`config.mk`:
```
export PLATFORM = sky130hd
export DESIGN_NAME = seg7_scan_decoder_flat
export DESIGN_NICKNAME = d
export VERILOG_FILES = /design/src/rtl/seg7_pkg.sv /design/src/rtl/seg7_scan_decoder_if.sv /design/src/rtl/seg7_pattern_decode.sv /design/src/rtl/seg7_scan_decoder.sv /design/src/flat_wrapper.sv
export SDC_FILE = /design/constraint.sdc
export NUM_CORES = 1
export LEC_CHECK = 0
export ABC_AREA = 1
export CAP_MARGIN = 5
export CORE_ASPECT_RATIO = 1.2
export CORE_MARGIN = 5
export CORE_UTILIZATION = 37
export CTS_CLUSTER_SIZE = 40
export DETAILED_ROUTE_END_ITERATION = 8
export SYNTH_ARGS = -nofsm -noshare
export SYNTH_HDL_FRONTEND = slang
export SYNTH_SLANG_ARGS = --single-unit
```
`constraint.sdc`:
```
create_clock -name clk -period 3.45 [get_ports clk]
set_input_delay 0.345 -clock clk [delete_from_list [all_inputs] [get_ports clk]]
set_output_delay 0.345 -clock clk [all_outputs]
set_load 0.05 [all_outputs]
```
`src/rtl/seg7_pkg.sv`:
```
// Shared 7-segment definitions: active-low segment codes (bit6=g .. bit0=a),
// the blank pattern and the scan-decoder FSM state type.
package seg7_pkg;

  localparam logic [6:0] SEG7_0     = 7'b1000000;
  localparam logic [6:0] SEG7_1     = 7'b1111001;
  localparam logic [6:0] SEG7_2     = 7'b0100100;
  localparam logic [6:0] SEG7_3     = 7'b0110000;
  localparam logic [6:0] SEG7_4     = 7'b0011001;
  localparam logic [6:0] SEG7_5     = 7'b0010010;
  localparam logic [6:0] SEG7_6     = 7'b0000010;
  localparam logic [6:0] SEG7_7     = 7'b1011000;
  localparam logic [6:0] SEG7_8     = 7'b0000000;
  localparam logic [6:0] SEG7_9     = 7'b0010000;
  localparam logic [6:0] SEG7_A     = 7'b0001000;
  localparam logic [6:0] SEG7_B     = 7'b0000011;
  localparam logic [6:0] SEG7_C     = 7'b0100111;
  localparam logic [6:0] SEG7_D     = 7'b0100001;
  localparam logic [6:0] SEG7_E     = 7'b0000110;
  localparam logic [6:0] SEG7_F     = 7'b0001110;
  localparam logic [6:0] SEG7_BLANK = 7'b1111111;

  typedef enum logic [1:0] {
    StIdle,
    StSettle,
    StSample,
    StWait
  } seg7_state_e;

  // Forward mapping, shared with the hex-to-segment encoder.
  function automatic logic [6:0] seg7_encode(input logic [3:0] nibble);
    logic [6:0] seg;
    case (nibble)
      4'h0: seg = SEG7_0;
      4'h1: seg = SEG7_1;
      4'h2: seg = SEG7_2;
      4'h3: seg = SEG7_3;
      4'h4: seg = SEG7_4;
      4'h5: seg = SEG7_5;
      4'h6: seg = SEG7_6;
      4'h7: seg = SEG7_7;
      4'h8: seg = SEG7_8;
      4'h9: seg = SEG7_9;
      4'hA: seg = SEG7_A;
      4'hB: seg = SEG7_B;
      4'hC: seg = SEG7_C;
      4'hD: seg = SEG7_D;
      4'hE: seg = SEG7_E;
      default: seg = SEG7_F;
    endcase
    return seg;
  endfunction

endpackage

```
`src/rtl/seg7_scan_decoder_if.sv`:
```
// Display-bus interface of the scan decoder: driven segment/anode lines and recovered values.
// Optional decimal-point lines are present when SEG7_DP_EN is defined.
interface seg7_scan_decoder_if #(
  parameter int unsigned DIGITS = 4
) ();

  logic [6:0]          seg_n;
  logic [DIGITS-1:0]   an_n;
  logic [4*DIGITS-1:0] digits;
  logic [DIGITS-1:0]   digit_valid;
  logic                update;
  logic                frame_done;
  logic                pat_err;
`ifdef SEG7_DP_EN
  logic                dp_n;
  logic [DIGITS-1:0]   digit_dp;

  modport master (
    output seg_n, an_n, dp_n,
    input  digits, digit_valid, update, frame_done, pat_err, digit_dp
  );

  modport slave (
    input  seg_n, an_n, dp_n,
    output digits, digit_valid, update, frame_done, pat_err, digit_dp
  );
`else
  modport master (
    output seg_n, an_n,
    input  digits, digit_valid, update, frame_done, pat_err
  );

  modport slave (
    input  seg_n, an_n,
    output digits, digit_valid, update, frame_done, pat_err
  );
`endif

endinterface

```
`src/rtl/seg7_pattern_decode.sv`:
```
// Combinational inverse of the hex encoder: maps an active-low segment pattern
// to its nibble and flags hex codes and the blank pattern.
module seg7_pattern_decode
  import seg7_pkg::*;
(
  input  logic [6:0] seg_n,
  output logic [3:0] nibble,
  output logic       is_hex,
  output logic       is_blank
);

  always_comb begin
    nibble   = 4'h0;
    is_hex   = 1'b1;
    is_blank = 1'b0;
    case (seg_n)
      SEG7_0: nibble = 4'h0;
      SEG7_1: nibble = 4'h1;
      SEG7_2: nibble = 4'h2;
      SEG7_3: nibble = 4'h3;
      SEG7_4: nibble = 4'h4;
      SEG7_5: nibble = 4'h5;
      SEG7_6: nibble = 4'h6;
      SEG7_7: nibble = 4'h7;
      SEG7_8: nibble = 4'h8;
      SEG7_9: nibble = 4'h9;
      SEG7_A: nibble = 4'hA;
      SEG7_B: nibble = 4'hB;
      SEG7_C: nibble = 4'hC;
      SEG7_D: nibble = 4'hD;
      SEG7_E: nibble = 4'hE;
      SEG7_F: nibble = 4'hF;
      SEG7_BLANK: begin
        is_hex   = 1'b0;
        is_blank = 1'b1;
      end
      default: is_hex = 1'b0;
    endcase
  end

endmodule

```
`src/rtl/seg7_scan_decoder.sv`:
```
// Observer for a multiplexed 7-segment bus: synchronises, settles, votes and commits
// one nibble per digit. Define SEG7_DP_EN to also capture the decimal point.
module seg7_scan_decoder
  import seg7_pkg::*;
#(
  parameter int unsigned DIGITS        = 4,
  parameter int unsigned SETTLE_CYCLES = 8,
  parameter int unsigned MATCH_COUNT   = 3
) (
  input logic                clk,
  input logic                rst_n,
  seg7_scan_decoder_if.slave bus
);

`ifdef SEG7_DP_EN
  localparam int unsigned CodeW = 8;
`else
  localparam int unsigned CodeW = 7;
`endif
  localparam int unsigned IdxW    = (DIGITS > 1) ? $clog2(DIGITS) : 1;
  localparam int unsigned SettleW = (SETTLE_CYCLES > 1) ? $clog2(SETTLE_CYCLES) : 1;
  localparam logic [SettleW-1:0] SettleLoad = SettleW'(SETTLE_CYCLES - 1);
  localparam logic [3:0]         MatchMax   = 4'(MATCH_COUNT);

  logic [CodeW-1:0]  code_raw, code_meta_q, code_sync_q, code_prev_q;
  logic [DIGITS-1:0] an_meta_q, an_sync_q, an_prev_q;

`ifdef SEG7_DP_EN
  assign code_raw = {bus.dp_n, bus.seg_n};
`else
  assign code_raw = bus.seg_n;
`endif

  // Idle bus is all ones, so synchronisers reset high.
  always_ff @(posedge clk or negedge rst_n) begin
    if (!rst_n) begin
      code_meta_q <= '1;
      code_sync_q <= '1;
      code_prev_q <= '1;
      an_meta_q   <= '1;
      an_sync_q   <= '1;
      an_prev_q   <= '1;
    end else begin
      code_meta_q <= code_raw;
      code_sync_q <= code_meta_q;
      code_prev_q <= code_sync_q;
      an_meta_q   <= bus.an_n;
      an_sync_q   <= an_meta_q;
      an_prev_q   <= an_sync_q;
    end
  end

  logic            an_onehot;
  logic [IdxW-1:0] an_idx;
  int unsigned     an_lows;

  always_comb begin
    an_lows = 0;
    an_idx  = '0;
    for (int i = 0; i < DIGITS; i++) begin
      if (!an_sync_q[i]) begin
        an_lows = an_lows + 1;
        an_idx  = IdxW'(i);
      end
    end
    an_onehot = (an_lows == 1);
  end

  logic [3:0] dec_nibble;
  logic       dec_hex, dec_blank;

  seg7_pattern_decode u_decode (
    .seg_n   (code_sync_q[6:0]),
    .nibble  (dec_nibble),
    .is_hex  (dec_hex),
    .is_blank(dec_blank)
  );

  seg7_state_e               state_q;
  logic [SettleW-1:0]        settle_q;
  logic [IdxW-1:0]           dig_q;
  logic [DIGITS-1:0]         an_lat_q;
  logic [DIGITS-1:0]         seen_q;
  logic [CodeW-1:0]          last_code_q [DIGITS];
  logic [3:0]                match_cnt_q [DIGITS];
  logic [DIGITS-1:0][3:0]    digits_q;
  logic [DIGITS-1:0]         valid_q;
  logic                      update_q, frame_q, pat_err_q;
`ifdef SEG7_DP_EN
  logic [DIGITS-1:0]         dp_q;
`endif

  logic [3:0]        cnt_next;
  logic              voted, dp_chg;
  logic [DIGITS-1:0] seen_next;

  always_comb begin
    if (code_sync_q != last_code_q[dig_q]) begin
      cnt_next = 4'd1;
    end else if (match_cnt_q[dig_q] >= MatchMax) begin
      cnt_next = MatchMax;
    end else begin
      cnt_next = match_cnt_q[dig_q] + 4'd1;
    end
    voted     = (cnt_next == MatchMax);
    seen_next = seen_q | (DIGITS'(1) << dig_q);
`ifdef SEG7_DP_EN
    dp_chg = (dp_q[dig_q] != ~code_sync_q[7]);
`else
    dp_chg = 1'b0;
`endif
  end

  always_ff @(posedge clk or negedge rst_n) begin
    if (!rst_n) begin
      state_q   <= StIdle;
      settle_q  <= '0;
      dig_q     <= '0;
      an_lat_q  <= '1;
      seen_q    <= '0;
      digits_q  <= '0;
      valid_q   <= '0;
      update_q  <= 1'b0;
      frame_q   <= 1'b0;
      pat_err_q <= 1'b0;
      for (int i = 0; i < DIGITS; i++) begin
        last_code_q[i] <= '1;
        match_cnt_q[i] <= '0;
      end
`ifdef SEG7_DP_EN
      dp_q      <= '0;
`endif
    end else begin
      update_q  <= 1'b0;
      frame_q   <= 1'b0;
      pat_err_q <= 1'b0;
      case (state_q)
        StIdle: begin
          if (an_onehot) begin
            state_q  <= StSettle;
            settle_q <= SettleLoad;
            dig_q    <= an_idx;
            an_lat_q <= an_sync_q;
          end
        end
        StSettle: begin
          if (!an_onehot) begin
            state_q <= StIdle;
          end else if (an_sync_q != an_prev_q || code_sync_q != code_prev_q) begin
            settle_q <= SettleLoad;
            dig_q    <= an_idx;
            an_lat_q <= an_sync_q;
          end else if (settle_q == '0) begin
            state_q <= StSample;
          end else begin
            settle_q <= settle_q - 1'b1;
          end
        end
        StSample: begin
          state_q <= StWait;
          if (&seen_next) begin
            frame_q <= 1'b1;
            seen_q  <= '0;
          end else begin
            seen_q <= seen_next;
          end
          if (!dec_hex && !dec_blank) begin
            // Garbage pattern drops the digit at once, without waiting for a vote.
            pat_err_q          <= 1'b1;
            valid_q[dig_q]     <= 1'b0;
            match_cnt_q[dig_q] <= '0;
            update_q           <= valid_q[dig_q];
          end else begin
            last_code_q[dig_q] <= code_sync_q;
            match_cnt_q[dig_q] <= cnt_next;
            if (voted && dec_hex) begin
              digits_q[dig_q] <= dec_nibble;
              valid_q[dig_q]  <= 1'b1;
`ifdef SEG7_DP_EN
              dp_q[dig_q]     <= ~code_sync_q[7];
`endif
              update_q <= !valid_q[dig_q] || (digits_q[dig_q] != dec_nibble) || dp_chg;
            end else if (voted) begin
              valid_q[dig_q] <= 1'b0;
              update_q       <= valid_q[dig_q];
            end
          end
        end
        StWait: begin
          // One sample per dwell: only a new anode pattern re-arms the settle timer.
          if (an_sync_q != an_lat_q) begin
            if (an_onehot) begin
              state_q  <= StSettle;
              settle_q <= SettleLoad;
              dig_q    <= an_idx;
              an_lat_q <= an_sync_q;
            end else begin
              state_q <= StIdle;
            end
          end
        end
        default: state_q <= StIdle;
      endcase
    end
  end

  assign bus.digits      = digits_q;
  assign bus.digit_valid = valid_q;
  assign bus.update      = update_q;
  assign bus.frame_done  = frame_q;
  assign bus.pat_err     = pat_err_q;
`ifdef SEG7_DP_EN
  assign bus.digit_dp    = dp_q;
`endif

endmodule

```
`src/flat_wrapper.sv`:
```
// flat-port wrapper written by rule: the top's interface ports become plain ports
module seg7_scan_decoder_flat import seg7_pkg::*;
#(
  parameter int unsigned DIGITS        = 4,
  parameter int unsigned SETTLE_CYCLES = 8,
  parameter int unsigned MATCH_COUNT   = 3
)
  (clk, rst_n, bus_seg_n, bus_an_n, bus_digits, bus_digit_valid, bus_update, bus_frame_done, bus_pat_err);
  seg7_scan_decoder_if #(.DIGITS(DIGITS)) bus_i ();
  input logic clk;
  input logic rst_n;
  input wire logic [$bits(bus_i.seg_n)-1:0] bus_seg_n;
  input wire logic [$bits(bus_i.an_n)-1:0] bus_an_n;
  output wire logic [$bits(bus_i.digits)-1:0] bus_digits;
  output wire logic [$bits(bus_i.digit_valid)-1:0] bus_digit_valid;
  output wire logic [$bits(bus_i.update)-1:0] bus_update;
  output wire logic [$bits(bus_i.frame_done)-1:0] bus_frame_done;
  output wire logic [$bits(bus_i.pat_err)-1:0] bus_pat_err;
  assign bus_i.seg_n = bus_seg_n;
  assign bus_i.an_n = bus_an_n;
  assign bus_digits = bus_i.digits;
  assign bus_digit_valid = bus_i.digit_valid;
  assign bus_update = bus_i.update;
  assign bus_frame_done = bus_i.frame_done;
  assign bus_pat_err = bus_i.pat_err;
  seg7_scan_decoder #(.DIGITS(DIGITS), .SETTLE_CYCLES(SETTLE_CYCLES), .MATCH_COUNT(MATCH_COUNT)) u_core (.clk(clk), .rst_n(rst_n), .bus(bus_i));
endmodule
```
==> qor.txt, run 1 <==
status - finished with violations
failing checks - hold timing
CTS Buf Count - 17
Adder-Cell Fraction of Synth Area - 1.32%
Clock Latency Late Sink - 0.42 ns
ys async rst share - 100%
post-route setup slack - 0.495 ns
initial antenna violation count - 0
Filler cells - 1467
router iterations before antenna repair - 5
Psw - 1450 µW
clock skew - 0.00741 ns
max_slew headroom - 42.3%
kind of critical path - reg2reg
met3 wire len - 568 µm
Worst Hold Class - in2async
Setup WS pre-CTS - 0.509 ns
Residual DRC - 0
Register Area - 2960 µm²
Post-Synth Simple-Gate Area - 31.3%
Slew Limit Fails - 0
Post-Layout Cell Count - 948
wire per inst - 13.6 µm
crit path max fanout - 13
Synth Net Count - 708
Core Region - 15000 µm²
Internal Pwr Total - 3130 µW
Final Hold Slack - -0.0178 ns
DR top layer - met4
crit end category - register
initial DRC count - 401
Detailed Place HPWL - 9290 µm
fraction of layout cells with a size suffix above 1 - 20.8%
sequential power share - 39.5%
antenna viol nets, final - 0
CTS clk-pin slew, worst paths - 0.06 ns
register area share after synthesis - 52.1%
Synth Area in Compound Gates - 7.13%
clock sinks - 115
Slew @ Worst Pin - 0.863 ns
leading register cell type out of synthesis - dfstp_2
synth-to-layout area growth - 20.2%
final setup violation count - 0
GRT Total Usage - 15.5%
unrepaired setup endpoints after global routing - no
H-Tree Level Count - 4
Worst setup SP type - register
worst path arrival time - 3.24 ns
CTS max path bufs - 2
GPL Wtd Cong - 0.875
total number of vias - 4563
Die Ht - 146 µm
number of global-route vias before repair - 4516
combinational share of power - 21.7%
die area - 18000 µm²
Tcrit/Tclk final - 85.7%
met2 WL post-DR - 6290 µm
leakage - 0.00324 µW
total number of yosys warnings - 0
Cell variety after synth - 40
Cell Area, Synth - 5680 µm²
Switching Share - 31.7%
grt total ovfl - 0
WP data required - 3.73 ns
worst reg2reg setup slack - 0.49 ns
global-route wire length before repair - 21900 µm
Site Rows - 49
largest family of logic cells by synthesized area - simple AND/OR/NAND/NOR gates
achievable frequency - 0.338 GHz
Post-Syn Instances - 689
final hold vios - 12
Post-synth EDFFs - 0
# port buffers - 35
Tmin final - 2.96 ns
area of the multi-input gates - 2340 µm²
post-synthesis xor/xnor area fraction - 1.39%
Inst Count DP - 916
Setup TNS - 0 ns
final WL - 12900 µm
CTS tree - built
# hold bufs at CTS - 0
mux contribution to synthesized area - 0%
Clock Tree Root - clkbuf_16
mean post-synth cell area - 8.25 µm²
setup bufs post-CTS - 0
vias per cell - 4.81
initial core utilization - 37.8%
Final #Nets - 750
# diodes - 0
# IOs - 36
Die X - 123 µm
clock power share - 38.8%
Max Cap Viol - 0
VDD IR-drop max - 0.468 mV
post-synthesis register bit count - 115
Power Dens Cells - 671 nW/µm²
pin count of the biggest net entering global routing - 60
Met1 Wirelength - 5820 µm
PostCTS Resize Cnt - 0
critical path, stage by stage, from the launching register on:
cell and delay [ns]:
dfstp_2 0.57, inv_1 0.09, ha_1 0.33, xnor2_1 0.25, ha_1 0.27, or2_2 0.27
o21ai_0 0.15, nand2_1 0.11, nor2_1 0.14, nand2_1 0.25, nand2_1 0.21, nand2_1 0.07
nand2_1 0.06, nand3_1 0.07
state kept, by name, indices dropped and copies added (netlist names), 2 cells and up, named ones only:
signal / count
u_core.code_sync_q: 7
u_core.code_meta_q: 7
u_core.last_code_q: 28
u_core.code_prev_q: 7
u_core.an_prev_q: 4
u_core.dig_q: 2
u_core.match_cnt_q: 16
u_core.an_meta_q: 4
u_core.settle_q: 3
u_core.an_sync_q: 4
u_core.bus.digits: 16
u_core.seen_q: 4
u_core.an_lat_q: 4
per-stage QoR:
step / hold WS (ns) / power (µW) / cell area (µm²) / util (%)
after floorplan: 0.0494 / 2520 / 5680 / -
after global placement: 0.346 / 2790 / 6220 / 41.4
after CTS: 0.00113 / 4630 / 6830 / 45.5
after detailed placement: 0.347 / 2830 / 6220 / 41.4
final: -0.0178 / 4580 / 6830 / 45.5
after global routing: 0.0356 / 4850 / 6830 / 45.5
final cells by class:
| type | instances | share of cell area (%) |
|---|---|---|
| Timing Repair Buffer | 42 | 6.04 |
| Inverter | 67 | 3.75 |
| Clock inverter | 13 | 2.33 |
| Sequential cell | 115 | 43.3 |
| Tap cell | 204 | 3.74 |
| Multi-Input combinational cell | 488 | 34.2 |
| Clock buffer | 19 | 6.63 |
metal layers:
metal,GRT usage (%),up-vias
met4,6.81,0
met5,0,-
met3,4.12,23
met1,20.0,2155
li1,-,2284
met2,24.2,101
placed cells by master, fill, tap and decap left out, drive strengths merged, types with 7 or more instances in the layout:
cell type / count
o22ai: 7
dfstp: 65
clkbuf: 19
clkdlybuf4s50: 34
dfrtp: 50
buf: 8
nor2: 67
nand3: 57
a21oi: 14
nand4: 11
inv: 67
o21ai: 42
nand2: 252
clkinv: 7
worst paths after layout:
check / endpoint / from / depth (start not counted)
worst max-delay path: u_core.settle_q[2]$_DFFE_PN0P_ / u_core.an_sync_q[0]$_DFF_PN1_ / 13
worst min-delay path: u_core.seen_q[0]$_DFFE_PN0P_ / rst_n / 1
worst max register to register: u_core.settle_q[2]$_DFFE_PN0P_ / u_core.an_sync_q[0]$_DFF_PN1_ / 13
worst min register to register: u_core.code_sync_q[0]$_DFF_PN1_ / u_core.code_meta_q[0]$_DFF_PN1_ / 0
max in group asynchronous: u_core.last_code_q[4]$_DFFE_PN1P_ / rst_n / 2
min in group clk: u_core.an_meta_q[2]$_DFF_PN1_ / bus_an_n[2] / 1
Yosys cell counts, types with 2 or more instances:
library cell,number,area (µm²)
xor2_1,3,26.3
nor3_1,5,25.0
o21ai_1,2,10.0
o211ai_1,2,15.0
xnor2_1,6,52.6
a22oi_1,2,15.0
nand2_1,240,901
nor2_1,59,221
buf_4,2,15.0
or2_2,6,37.5
ha_1,6,75.1
o21ai_0,39,195
inv_2,12,45.0
buf_2,7,35.0
nand4_2,2,25.0
nand3_4,2,35.0
o22ai_1,7,43.8
dfstp_2,65,1710
buf_6,6,67.6
nor2_2,5,31.3
inv_4,2,12.5
nand4_1,9,56.3
nand2_2,11,68.8
nor2_4,3,33.8
a21oi_1,14,70.1
nand3_2,2,20.0
clkbuf_1,4,15.0
dfrtp_1,50,1250
inv_1,53,199
nand3_1,53,265
power by group through the flow:
stage	combinational (µW)	sequential, µW	clock, µW
2_1_floorplan	721	1800	0
3_3_place_gp	974	1820	0
3_5_place_dp	996	1830	0
4_1_cts	1000	1810	1820
5_1_grt	1120	1840	1890
6_report	994	1810	1780
kinds of logic (layout without fill, tap and decap cells):
kind of cell    count (synthesis)  in the layout
simple gates                  401            401
compound gates                 72             72
xor+xnor                        9              9
buf+inv                        86            141
flops                         115            115
fa+ha+maj                       6              6
(Power assumes the default switching activity.)
==> run 2, diff against run 1 <==
--- a/config.mk
+++ b/config.mk
@@ -12,6 +12,8 @@
 export CORE_UTILIZATION = 37
 export CTS_CLUSTER_SIZE = 40
 export DETAILED_ROUTE_END_ITERATION = 8
+export REMOVE_ABC_BUFFERS = 1
 export SYNTH_ARGS = -nofsm -noshare
 export SYNTH_HDL_FRONTEND = slang
+export SYNTH_HIERARCHICAL = 1
 export SYNTH_SLANG_ARGS = --single-unit
==> qor.txt, run 2 <==
status - finished, final reports clean
Design Power - 4470 µW (-2.5%)
top cells by area, synth - dfstp_2, dfrtp_1, nand2_1, o21ai_0, nor2_1
Post-synth EDFFs - 0 (unchanged)
post-synth top area share - 30.2% (+0.16 points)
mean post-synth cell area - 8.39 µm² (+1.7%)
Worst Hold Class - in2async
Worst setup SP type - register
Max Cap Viol - 0 (unchanged)
max reg flops - 28 (unchanged)
Final #Nets - 737 (-1.7%)
achievable frequency - 0.341 GHz (+0.69%)
router iterations before antenna repair - 5 (unchanged)
sequential power share - 40.5% (+1.0 points)
CP cell instances - nor2_1 -> buf_4 -> a22oi_1 -> o211ai_1 -> ha_1 -> nor2_1 -> nor3_4 -> nand3_2 -> inv_2 -> nand2_4 -> nand2_1 -> nand2_1
H-Tree Level Count - 4 (unchanged)
CTS clk-pin slew, worst paths - 0.06 ns (about the same)
clock skew - 0.0103 ns (+0.00288 ns)
worst path arrival time - 3.23 ns (about the same)
register area share after synthesis - 52.3% (+0.28 points)
ys async rst share - 100% (unchanged)
synth-to-layout area growth - 19.9%
vias per cell - 4.77 (-0.81%)
# port buffers - 35 (unchanged)
Cell Area, Synth - 5650 µm² (-0.53%)
total number of yosys warnings - 6 (+6)
clock power share - 38.0% (-0.8 points)
commonest non-fill, non-tap cell in the layout - nand2_1
# hold bufs at CTS - 0 (unchanged)
CP peak stage delay - 0.73 ns (+0.16 ns)
initial core utilization - 37.6% (-0.20 points)
Largest Register - u_core/last_code_q
wire per inst - 13.4 µm (-2.0%)
crit path max fanout - 20 (+7)
CTS tree - built
Setup TNS - 0 ns (unchanged)
Tmin final - 2.94 ns (-0.0202 ns)
Slew Limit Fails - 0 (unchanged)
Die Ht - 145 µm (-0.25%)
Psw - 1460 µW (+0.27%)
final WL - 12500 µm (-3.3%)
Clock Tree Root - clkbuf_16
most frequent cell after synthesis - nand2_1
# IOs - 36 (unchanged)
Cell variety after synth - 38 (-5.0%)
Site Rows - 49 (unchanged)
crit end category - register
reg2reg path depth - 12 (-1)
unrepaired setup endpoints after global routing - no
VDD IR-drop max - 0.401 mV (-14%)
kind of critical path - reg2reg
initial antenna violation count - 0 (unchanged)
initial DRC count - 277 (-31%)
combinational share of power - 21.5% (-0.2 points)
max_slew headroom - 41.9% (-0.38 points)
Detailed Place HPWL - 8830 µm (-4.9%)
number of global-route vias before repair - 4526 (+0.22%)
CP max stage cell - dfrtp_1
Core Util, Final - 45.1% (-0.35 points)
antenna viol nets, final - 0 (unchanged)
setup bufs post-CTS - 0 (unchanged)
Residual DRC - 0 (unchanged)
grt total ovfl - 0 (unchanged)
CTS Buf Count - 17 (unchanged)
final setup violation count - 0 (unchanged)
leakage - 0.00326 µW (+0.58%)
Synth area leader - dfstp_2
die area - 17900 µm² (-0.49%)
final hold vios - 0 (-12)
Tcrit/Tclk final - 85.1% (-0.59 points)
post-synthesis register bit count - 115 (unchanged)
leading register cell type out of synthesis - dfstp_2
Synth top cells by count - nand2_1, dfstp_2, nor2_1
# diodes - 0 (unchanged)
Clock Latency Late Sink - 0.41 ns (about the same)
GRT Total Usage - 15.2% (-0.32 points)
CTS max path bufs - 2 (unchanged)
fraction of layout cells with a size suffix above 1 - 20.1% (-0.72 points)
Internal Pwr Total - 3010 µW (-3.9%)
Power Dens Cells - 659 nW/µm² (-1.8%)
GPL Wtd Cong - 0.841 (-3.9%)
WP data required - 3.74 ns (about the same)
total number of vias - 4464 (-2.2%)
Post-Syn Instances - 674 (-2.2%)
Core Region - 15000 µm² (unchanged)
Switching Share - 32.6% (+0.92 points)
PostCTS Resize Cnt - 0 (unchanged)
Die X - 123 µm (-0.24%)
clock sinks - 115 (unchanged)
global-route wire length before repair - 21500 µm (-1.8%)
Slew @ Worst Pin - 0.872 ns (+0.00892 ns)
pin count of the biggest net entering global routing - 74 (+23%)
commonest non-fill, non-tap cells in the layout - nand2_1, dfstp_2, nor2_1
[run 2: changes by cell type after synthesis, moves of 4 or more]
cell | before | now
nand2_4 | 0 | 7
inv_1 | 53 | 47
buf_2 | 7 | 3
nand2_1 | 240 | 229
a21oi_1 | 14 | 6
a22oi_1 | 2 | 15
xor2_1 | 3 | 12
o21ai_0 | 39 | 48
or2_2 | 6 | 0
nand3_1 | 53 | 40
[run 2: kinds of logic (layout without fill, tap and decap cells)]
group	count (synthesis)	after routing	share of synthesized area, %
simple gates	383	383	29.9
fa+ha+maj	6	6	1.33
flops	115	115	52.3
compound gates	78	78	7.81
xor+xnor	16	16	2.48
buf+inv	76	133	6.11
[run 2: final timing paths]
path                                                       from                                 to  slack [ns]
worst max-delay path                u_core/dig_q[1]$_DFFE_PN0P_   u_core/bus.digits[9]$_DFFE_PN0P_        0.51
min in group clk                                    bus_an_n[0]      u_core/an_meta_q[0]$_DFF_PN1_        0.34
worst min register to register  u_core/code_meta_q[0]$_DFF_PN1_    u_core/code_sync_q[0]$_DFF_PN1_        0.35
worst min-delay path                                      rst_n  u_core/match_cnt_q[5]$_DFFE_PN0P_        0.04
max in group asynchronous                                 rst_n   u_core/bus.digits[8]$_DFFE_PN0P_        2.58
worst max register to register      u_core/dig_q[1]$_DFFE_PN0P_   u_core/bus.digits[9]$_DFFE_PN0P_        0.51
[run 2: worst max-delay path, delay by kind of cell, from the launching register on]
kind	cells	cell delay (ns)
AOI/OAI and AO/OA	2	0.34
adders and majority gates	1	0.31
buffers and inverters	2	0.57
and+or+nand+nor	7	0.85
DFF	1	0.73
[run 2: per-stage QoR]
step                      hold WS (ns)  cells  worst slack [ns]  cell area, µm²
after detailed placement         0.347    903             0.553            6190
final                           0.0403    935             0.515            6780
after floorplan                 0.0494    658             0.636            5540
after CTS                       0.0638    935             0.525            6780
after global placement           0.346    903             0.568            6190
after global routing             0.105    935             0.273            6780
[run 2: power groups by stage]
| stage | Clock, µW | Sequential (µW) | Combinational [µW] |
|---|---|---|---|
| after floorplan | 0 | 1840 | 617 |
| after global placement | 0 | 1830 | 950 |
| after detailed placement | 0 | 1830 | 972 |
| after CTS | 1740 | 1810 | 973 |
| after global routing | 1800 | 1840 | 1100 |
| final | 1700 | 1810 | 962 |
[run 2: layout make-up]
type | instances | area, µm²
clock inverter | 13 | 125
multi-input combinational | 483 | 2350
inverter | 60 | 233
tap | 204 | 255
clock buffer | 19 | 464
timing repair buffer | 41 | 393
sequential | 115 | 2960
fill | 1439 | 8240
[run 2: routing by layer]
metal / share of wire (%) / routed length (µm) / GRT usage (%) / vias up
li1: - / - / - / 2242
met1: 44 / 5490 / 18.9 / 2113
met2: 50 / 6210 / 24.7 / 91
met3: 4.0 / 506 / 3.65 / 18
met4: 2.4 / 297 / 6.67 / 0
met5: 0 / 0 / 0 / -
==> run 3, diff against run 2 <==
--- a/config.mk
+++ b/config.mk
@@ -5,14 +5,15 @@
 export SDC_FILE = /design/constraint.sdc
 export NUM_CORES = 1
 export LEC_CHECK = 0
-export ABC_AREA = 1
 export CAP_MARGIN = 5
 export CORE_ASPECT_RATIO = 1.2
 export CORE_MARGIN = 5
 export CORE_UTILIZATION = 37
 export CTS_CLUSTER_SIZE = 40
 export DETAILED_ROUTE_END_ITERATION = 8
+export MAX_ROUTING_LAYER = met4
 export REMOVE_ABC_BUFFERS = 1
+export SLEW_MARGIN = 20
 export SYNTH_ARGS = -nofsm -noshare
 export SYNTH_HDL_FRONTEND = slang
 export SYNTH_HIERARCHICAL = 1
==> qor.txt, run 3 <==
worst path arrival time - 3.45 ns (+0.22 ns)
grt total ovfl - 0 (unchanged)
Die X - 122 µm (-1.1%)
initial DRC count - 316 (+14%)
global-route wire length before repair - 19100 µm (-11%)
final hold vios - 0 (unchanged)
Post-synth EDFFs - 0 (unchanged)
Site Rows - 49 (unchanged)
clock skew - 0.00812 ns (-0.00217 ns)
Synth top cells by count - dfstp_2, dfrtp_1, mux2_2
grt met1 use - 16.5% (-2.5 points)
Clock Latency Late Sink - 0.41 ns (about the same)
# diodes - 0 (unchanged)
Setup WS pre-CTS - 0.340 ns (-0.213 ns)
Setup TNS - 0 ns (unchanged)
worst reg2reg setup slack - 0.33 ns (-0.18 ns)
most frequent cell after synthesis - dfstp_2
achievable frequency - 0.321 GHz (-5.9%)
CP max stage cell - dfstp_2
Max Cap Viol - 0 (unchanged)
vias per cell - 5.05 (+5.9%)
post-route setup slack - 0.331 ns (-0.184 ns)
GPL Wtd Cong - 0.831 (-1.2%)
Die Ht - 144 µm (-1.1%)
Tcrit/Tclk final - 90.4% (+5.3 points)
wire per inst - 16.2 µm (+21%)
GR peak layer - met2
final WL - 11200 µm (-10%)
synth-to-layout area growth - 21.9%
commonest non-fill, non-tap cell in the layout - dfstp_2
Power Dens Cells - 542 nW/µm² (-18%)
leading register cell type out of synthesis - dfstp_2
clock sinks - 115 (unchanged)
antenna viol nets, final - 0 (unchanged)
post-synthesis register bit count - 115 (unchanged)
# port buffers - 35 (unchanged)
pin count of the biggest net entering global routing - 71 (-4.1%)
GRT Total Usage - 14.4% (-0.80 points)
VDD IR-drop max - 0.252 mV (-37%)
crit path max fanout - 19 (-5.0%)
Detailed Place HPWL - 7770 µm (-12%)
Most common cell on crit path - nor2_1
Slew Limit Fails - 0 (unchanged)
Core Region - 14800 µm² (-1.2%)
total number of vias - 3508 (-21%)
ys async rst share - 100% (unchanged)
post-synth top area share - 30.9% (+0.72 points)
Cell variety after synth - 59 (+55%)
CTS clk-pin slew, worst paths - 0.05 ns (about the same)
Post-Syn Instances - 432 (-36%)
leakage - 0.00284 µW (-13%)
largest family of logic cells by synthesized area - multiplexers
Largest Register - u_core/last_code_q
CP cell instances - or3b_1 -> a21oi_1 -> o21ai_1 -> o311ai_1 -> nand3b_1 -> nor2_1 -> buf_4 -> nor2_1 -> mux2_2
met3 Usage GRT - 3.82% (+0.16 points)
WP data required - 3.78 ns (+0.04 ns)
DP Area - 6100 µm² (-1.5%)
kind of critical path - reg2reg
top cells by area, synth - dfstp_2, dfrtp_1, mux2_2, mux4_2, mux2_1
status - finished, final reports clean
Residual DRC - 0 (unchanged)
Clock Tree Root - clkbuf_16
CTS Buf Count - 17 (unchanged)
max reg flops - 28 (unchanged)
fraction of layout cells with a size suffix above 1 - 34.5% (+14 points)
final setup violation count - 0 (unchanged)
CTS max path bufs - 2 (unchanged)
initial antenna violation count - 0 (unchanged)
Synth area leader - dfstp_2
Final #Nets - 496 (-33%)
Worst Hold Class - in2reg
Synth Area in Compound Gates - 6.12% (-1.7 points)
total number of yosys warnings - 6 (unchanged)
commonest non-fill, non-tap cells in the layout - dfstp_2, dfrtp_1, mux2_2
CP peak stage delay - 0.74 ns (about the same)
router iterations before antenna repair - 4 (-1)
mux contribution to synthesized area - 17.1% (+17 points)
post-synthesis xor/xnor area fraction - 5.39% (+2.9 points)
Slew @ Worst Pin - 0.819 ns (-0.0527 ns)
register area share after synthesis - 53.6% (+1.2 points)
Cell Area, Synth - 5520 µm² (-2.3%)
Final Hold Slack - 0.340 ns (+0.299 ns)
grt met2 use - 23.5% (-1.2 points)
CTS tree - built
max_slew headroom - 44.5% (+2.7 points)
Design Power - 3650 µW (-18%)
Final Cell Area - 6730 µm² (-0.70%)
crit end category - register
# IOs - 36 (unchanged)
die area - 17500 µm² (-2.1%)
H-Tree Level Count - 4 (unchanged)
initial core utilization - 37.2% (-0.42 points)
setup bufs post-CTS - 0 (unchanged)
Post-Synth Simple-Gate Area - 13.1% (-17 points)
mean post-synth cell area - 12.8 µm² (+52%)
Adder-Cell Fraction of Synth Area - 1.36% (+0.032 points)
number of global-route vias before repair - 3771 (-17%)
Tmin final - 3.12 ns (+0.184 ns)
Worst setup SP type - register
unrepaired setup endpoints after global routing - no
run 3: what timing repair did:
item	in CTS	in global routing
hold buffers	1	0
endpoints found under the hold margin	41	0
resized for setup	0	0
run 3: cells by family (layout without fill, tap and decap cells):
group                      after synthesis  count (layout)
AOI/OAI and AO/OA                       49              49
xor gates and xnor gates                34              34
adders and majority gates                6               6
buffers and inverters                   35              93
DFF                                    115             115
muxes                                   74              74
and+or+nand+nor                        119             119
run 3: per-stage QoR:
stage          util (%)  cells
2_1_floorplan         -    410
3_3_place_gp       41.1    661
3_5_place_dp       41.1    661
4_1_cts            45.4    694
5_1_grt            45.4    694
6_report           45.4    694
run 3: where the power goes:
group	switching [µW]	leakage, µW	internal (µW)
Clock	608	0.000309	1190
Combinational	190	0.00118	163
Sequential	72.4	0.00135	1430
Total	871	0.00284	2780
run 3: path summary, 6_finish.rpt:
kind / cells after the start / start / to
max: 9 / u_core/code_sync_q[3]$_DFF_PN1_ / u_core/last_code_q[0]$_DFFE_PN1P_
min: 1 / bus_seg_n[3] / u_core/code_meta_q[3]$_DFF_PN1_
max reg2reg: 9 / u_core/code_sync_q[3]$_DFF_PN1_ / u_core/last_code_q[0]$_DFFE_PN1P_
min reg2reg: 0 / u_core/an_meta_q[2]$_DFF_PN1_ / u_core/an_sync_q[2]$_DFF_PN1_
max in group asynchronous: 3 / rst_n / u_core/an_sync_q[0]$_DFF_PN1_
min in group asynchronous: 2 / rst_n / u_core/match_cnt_q[14]$_DFFE_PN0P_
run 3: layout make-up:
cell class	count	area (µm²)
Fill cell	1386	8110
Sequential cell	115	2960
Multi-Input combinational cell	282	2380
Clock buffer	21	503
Timing Repair Buffer	48	460
Tap cell	204	255
Clock inverter	11	123
Inverter	13	48.8
run 3: per-layer routing:
metal / wire length (µm) / vias up
li1: - / 1639
met1: 4880 / 1779
met2: 5740 / 77
met3: 403 / 13
met4: 199 / 0
met5: 0 / -
run 3: worst max-delay path, delay by kind of cell, from the launching register on:
| kind | cells | cell delay [ns] |
|---|---|---|
| mux | 1 | 0.42 |
| flops | 1 | 0.74 |
| compound gates | 3 | 0.50 |
| buf+inv | 1 | 0.17 |
| simple gates | 4 | 1.21 |
